<file path="config.mk">
export PLATFORM = sky130hd
export DESIGN_NAME = instr_sequencer
export DESIGN_NICKNAME = d
export VERILOG_FILES = /design/src/rtl/instr_sequencer.sv
export SDC_FILE = /design/constraint.sdc
export NUM_CORES = 1
export LEC_CHECK = 0
export BUFFER_PORTS_ARGS = -buffer_cell sky130_fd_sc_hd__buf_2
export CELL_PAD_IN_SITES_DETAIL_PLACEMENT = 0
export CELL_PAD_IN_SITES_GLOBAL_PLACEMENT = 1
export CORE_ASPECT_RATIO = 0.6
export CORE_MARGIN = 2
export CORE_UTILIZATION = 31
export DETAILED_ROUTE_END_ITERATION = 10
export GPL_ROUTABILITY_DRIVEN = 0
export GPL_TIMING_DRIVEN = 0
export MAX_ROUTING_LAYER = met4
export PLACE_DENSITY_LB_ADDON = 0.1
export SLEW_MARGIN = 20
export SYNTH_ARGS = -nofsm -noshare
export SYNTH_HDL_FRONTEND = slang
export SYNTH_SLANG_ARGS = --single-unit
</file>
<file path="constraint.sdc">
create_clock -name clk -period 1.9 [get_ports clk]
set_clock_uncertainty 0.2 [all_clocks]
set_input_delay 0.57 -clock clk [delete_from_list [all_inputs] [get_ports clk]]
set_output_delay 0.57 -clock clk [all_outputs]
set_load 0.02 [all_outputs]
</file>
<file path="src/rtl/instr_sequencer.sv">
`default_nettype none
// ============================================================================
// Module   : instr_sequencer
// Purpose  : Instruction register and Moore controller for the register-file datapath
// Revision : 1.0
// ============================================================================
module instr_sequencer (
    input  logic        clk,
    input  logic        reset,
    input  logic [15:0] in,
    input  logic        load,
    input  logic        s,
    output logic        w,
    output logic [2:0]  readnum,
    output logic [2:0]  writenum,
    output logic        write,
    output logic        loada,
    output logic        loadb,
    output logic        loadc,
    output logic        loads,
    output logic        asel,
    output logic        bsel,
    output logic [1:0]  vsel,
    output logic [1:0]  ALUop,
    output logic [1:0]  shift,
    output logic [15:0] sximm8,
    output logic [15:0] sximm5
);

    typedef enum logic [2:0] {
        S_WAIT   = 3'd0,
        S_DECODE = 3'd1,
        S_WIMM   = 3'd2,
        S_GETA   = 3'd3,
        S_GETB   = 3'd4,
        S_EXEC   = 3'd5,
        S_WRITE  = 3'd6
    } state_t;

    state_t      state;
    state_t      next_state;
    logic [15:0] ir;

    logic [2:0] opcode;
    logic [1:0] op;
    logic [2:0] rn;
    logic [2:0] rd;
    logic [2:0] rm;
    logic       is_movimm;
    logic       is_movreg;
    logic       is_alu;
    logic       is_cmp;
    logic       is_mvn;

    assign opcode = ir[15:13];
    assign op     = ir[12:11];
    assign rn     = ir[10:8];
    assign rd     = ir[7:5];
    assign rm     = ir[2:0];

    assign is_movimm = (opcode == 3'b110) && (op == 2'b10);
    assign is_movreg = (opcode == 3'b110) && (op == 2'b00);
    assign is_alu    = (opcode == 3'b101);
    assign is_cmp    = is_alu && (op == 2'b01);
    assign is_mvn    = is_alu && (op == 2'b11);

    assign shift  = ir[4:3];
    assign sximm8 = {{8{ir[7]}}, ir[7:0]};
    assign sximm5 = {{11{ir[4]}}, ir[4:0]};

    // IR is only writable while idle, so fields stay frozen for the whole instruction
    always_ff @(posedge clk or posedge reset) begin
        if (reset) begin
            ir <= 16'h0000;
        end else if ((state == S_WAIT) && load) begin
            ir <= in;
        end
    end

    always_ff @(posedge clk or posedge reset) begin
        if (reset) begin
            state <= S_WAIT;
        end else begin
            state <= next_state;
        end
    end

    always_comb begin
        next_state = state;
        case (state)
            S_WAIT:   if (s) next_state = S_DECODE;
            S_DECODE: begin
                if (is_movimm)                next_state = S_WIMM;
                else if (is_movreg || is_mvn) next_state = S_GETB;
                else if (is_alu)              next_state = S_GETA;
                else                          next_state = S_WAIT;
            end
            S_WIMM:   next_state = S_WAIT;
            S_GETA:   next_state = S_GETB;
            S_GETB:   next_state = S_EXEC;
            S_EXEC:   next_state = is_cmp ? S_WAIT : S_WRITE;
            S_WRITE:  next_state = S_WAIT;
            default:  next_state = S_WAIT;
        endcase
    end

    always_comb begin
        w        = 1'b0;
        readnum  = 3'b000;
        writenum = 3'b000;
        write    = 1'b0;
        loada    = 1'b0;
        loadb    = 1'b0;
        loadc    = 1'b0;
        loads    = 1'b0;
        asel     = 1'b0;
        bsel     = 1'b0;
        vsel     = 2'b00;
        ALUop    = 2'b00;
        case (state)
            S_WAIT: w = 1'b1;
            S_WIMM: begin
                writenum = rn;
                vsel     = 2'b10;
                write    = 1'b1;
            end
            S_GETA: begin
                readnum = rn;
                loada   = 1'b1;
            end
            S_GETB: begin
                readnum = rm;
                loadb   = 1'b1;
            end
            S_EXEC: begin
                // MOV reg passes B through the adder with A forced to zero
                if (is_movreg) begin
                    asel  = 1'b1;
                    loadc = 1'b1;
                end else if (is_cmp) begin
                    ALUop = 2'b01;
                    loads = 1'b1;
                end else begin
                    ALUop = op;
                    loadc = 1'b1;
                end
            end
            S_WRITE: begin
                writenum = rd;
                write    = 1'b1;
            end
            default: ;
        endcase
    end

endmodule
`default_nettype wire

</file>
==> Flow_metrics.wiki <==
{| class="wikitable"
! Metric !! Value
|-
| Count of flip-flops with a built-in enable after synthesis || 0
|-
| Sum Neg Setup Slack || -3.620 ns
|-
| Maximum resistive drop on vdd || 0.0007829 V
|-
| GRT Overall Usage || 14.47%
|-
| Power Dens Cells || 1905 nW/um2
|-
| Endpoint of the worst setup timing path || readnum[1]
|-
| DRC violation count after routing || 0
|-
| Setup repair after global routing missed its margin || true
|-
| Xor and xnor fraction of the mapped netlist area || 0%
|-
| Synthesized-area fraction occupied by ao, oa, aoi and oai cells || 5.217%
|-
| Die extent in y || 53.61 um
|-
| CTS hold repair buffers || 0
|-
| Multiplexer share of the synthesized area || 16.54%
|-
| Largest net degree at the start of global routing || 20
|-
| Actual transition at the worst max-transition pin || between 0.7 and 0.8 ns
|-
| Maximum fanout encountered on the critical timing path || 4
|-
| Setup crit start kind || flop
|-
| Distinct cells, synth || 29
|-
| Fraction of the core area covered by cells at the end of the flow || 53.89%
|-
| Clock tree root driver cell || clkbuf_8
|-
| Longest Clk Path Bufs || 2
|-
| Hold crit path type || in -> async
|-
| Area share of the largest cell type after synthesis || 37.40%
|-
| Total clock buffers created by CTS || 3
|-
| Antenna violations before repair || 0
|-
| I/O Pins || 72
|-
| Failing checks || negative setup slack
|-
| GRT overflow || 0
|-
| Cell leakage power || 1.010 nW
|-
| Yosys warning total || 0
|-
| Worst setup startpoint || state[0]
|-
| Clock slew seen by the registers of the worst setup and hold paths || 0.08 ns
|-
| Vias/cell || 4.451
|-
| Area growth from synthesis to layout || 61.42%
|-
| First-pass GRT wire length || around 5000 um
|-
| Number of setup violations in the final report || 16
|-
| Fraction of registers with async set or reset after synthesis || 100.0%
|-
| Simple-gate share of the synthesized area || approximately 15%
|-
| Adder and majority gate portion of the synthesized area || 0%
|-
| IO buf count || 69
|-
| Drt pass-1 iters || 6
|-
| Clock latency on the worst-skew pair || 0.26 ns
|-
| Clk sinks || 19
|-
| Yosys top cell by area || dfrtp_1
|-
| Ant diodes || 0
|-
| Cell count of the worst reg-to-reg path || 4
|-
| Die width || 86.67 um
|-
| Post-synth top cells || buf_4 (37), dfrtp_1 (19), mux2_1 (10)
|-
| Post-route ant nets || 0
|-
| Count leader, synth || buf_4
|-
| Critical path required time || 1.13 ns
|-
| Half-perimeter wire length after detailed placement || 2516 um
|-
| Sequential-to-total area share from yosys stat || a little under two fifths
|-
| Average wire per standard cell || 13.16 um
|-
| Min Tclk post-route || between 2 and 2.5 ns
|-
| Leading post-synthesis cells by cell area || dfrtp_1 (37%), buf_4 (22%), mux2_1 (8.9%)
|-
| Run status || complete, but fails checks
|-
| Average cell area after synthesis || ~10 um2
|-
| Number of standard cells after synthesis || 123
|-
| Count of max-cap constraint violations || 0
|-
| Die Outline Area || 4646 um2
|-
| Post-route setup slack || -0.3516 ns
|-
| Critical path data arrival time || 1.48 ns
|-
| Effective utilization at floorplan || 33.39%
|-
| Via count || approximately 1,100
|-
| Placement row count || 17
|-
| Mapped cell area || 1271 um2
|-
| Commonest register cell after synthesis || dfrtp_1
|-
| Share of layout cells above drive strength 1 || 75.96%
|-
| Max-slew violation total from the final report || 0
|-
| Final nets || 229
|-
| H-tree lvl count || 1
|-
| Final hold viol count || 0
|-
| Largest family of logic cells by synthesized area || buffers and inverters
|-
| Post-route clock period utilization || 118.5%
|-
| Detailed Route WL || 3356 um
|-
| Register-to-register setup slack || -0.02 ns
|-
| Sequential Area || 479.2 um2
|-
| Reg-to-Reg End || state[0]
|-
| Critical Path Sink Type || output port
|-
| TritonCTS clock tree || yes
|-
| Core area || 3807 um2
|-
| Normalized max-slew margin || 49.60%
|-
| Flip-flop and latch count after synthesis || 19
|-
| Setup CP Type || reg -> out
|-
| Layout fillers || 358
|-
| Number of global-route vias before repair || 1,034
|-
| Area of the multi-input gates || 598.1 um2
|-
| FF-to-FF Start || ir[14]
|-
| Number of DRC markers in iteration 0 || 64
|-
| Top achievable clock speed || 444.1 MHz
|}
-- worst max-delay path, stage by stage (launching register included) --
cell and delay, ns:
dfrtp_1 0.37, buf_6 0.12, or2b_1 0.27, nor2_4 0.17, a22o_1 0.17, buf_6 0.12
-- state kept, by name, summed over array words and instances, names as in the netlist --
| signal | count |
|---|---|
| ir | 16 |
| state | 3 |
-- repair_timing --
| action | CTS | global route |
|---|---|---|
| resized for setup | 55 | 8 |
| cloned | 0 | 0 |
| buffers inserted | 11 | 1 |
| setup endpoints to repair | 38 | 28 |
| pin swaps | 11 | 7 |
-- worst min path at each step --
stage	cells after the start	startpoint	slack [ns]	end
after global routing	2	reset	0.30	ir[13]
after floorplan	1	ir[10]	0.28	ir[10]
after CTS	2	reset	0.26	ir[13]
after detailed placement	1	ir[10]	0.30	ir[10]
final	2	reset	0.23	ir[14]
after global placement	1	ir[10]	0.30	ir[10]
-- metal layers --
metal | share of wire, % | wire (um) | GRT usage [%] | vias up
met5 | 0 | 0 | - | -
met4 | 0 | 0 | 1.563 | 0
met3 | 8.3 | 277 | 5.521 | 0
met2 | 46 | 1554 | 21.79 | 51
met1 | 45 | 1523 | 19.26 | 533
li1 | - | - | - | 551
-- layout make-up --
type,count,area share [%]
clock inverter,1,0.3659
tap,47,2.866
inverter,3,0.6707
buffer,41,16.22
multi-input combinational,61,29.15
timing repair buffer,80,25.37
sequential,19,23.35
clock buffer,3,2.012
-- stage by stage --
stage / area, um2 / total power, mW / instances / setup WS [ns] / hold slack, ns
final: 2052 / 3.909 / 255 / -0.3516 / 0.2340
after global routing: 2052 / 4.145 / 255 / -0.4176 / 0.2972
after CTS: 2016 / 3.859 / 255 / -0.3517 / 0.2604
after detailed placement: 1712 / 3.174 / 240 / -0.1445 / 0.3026
after global placement: 1712 / 3.127 / 240 / -0.1092 / 0.2970
after floorplan: 1308 / 2.553 / 124 / -0.08668 / 0.2810
-- cell usage in the layout (no fill, tap or decap), types with 2 or more instances in the layout --
cell      instances
clkbuf_8          4
conb_1            2
buf_6            17
nor2_1            2
mux2i_2           2
nor2_2            2
a22o_1            3
o21ai_0           2
nor2_4            5
mux2_1           10
nand2_1           2
buf_4            49
dfrtp_2           3
mux2_2            6
nor3b_2           2
dfrtp_1          16
and2_4            2
nor3_1            2
buf_2            53
-- power by group --
part,total (mW),switching (mW),internal (mW)
clock,0.293,0.145,0.148
sequential,0.891,0.277,0.613
combinational,2.73,1.32,1.41
-- kinds of logic (layout without fill, tap and decap cells) --
group,after synthesis,after routing
buffers and inverters,44,128
AND/OR/NAND/NOR,32,32
multiplexers,19,19
flip-flops,19,19
AO/OA/AOI/OAI,8,8
other,1,2
Power figures use the tool's default switching activity.
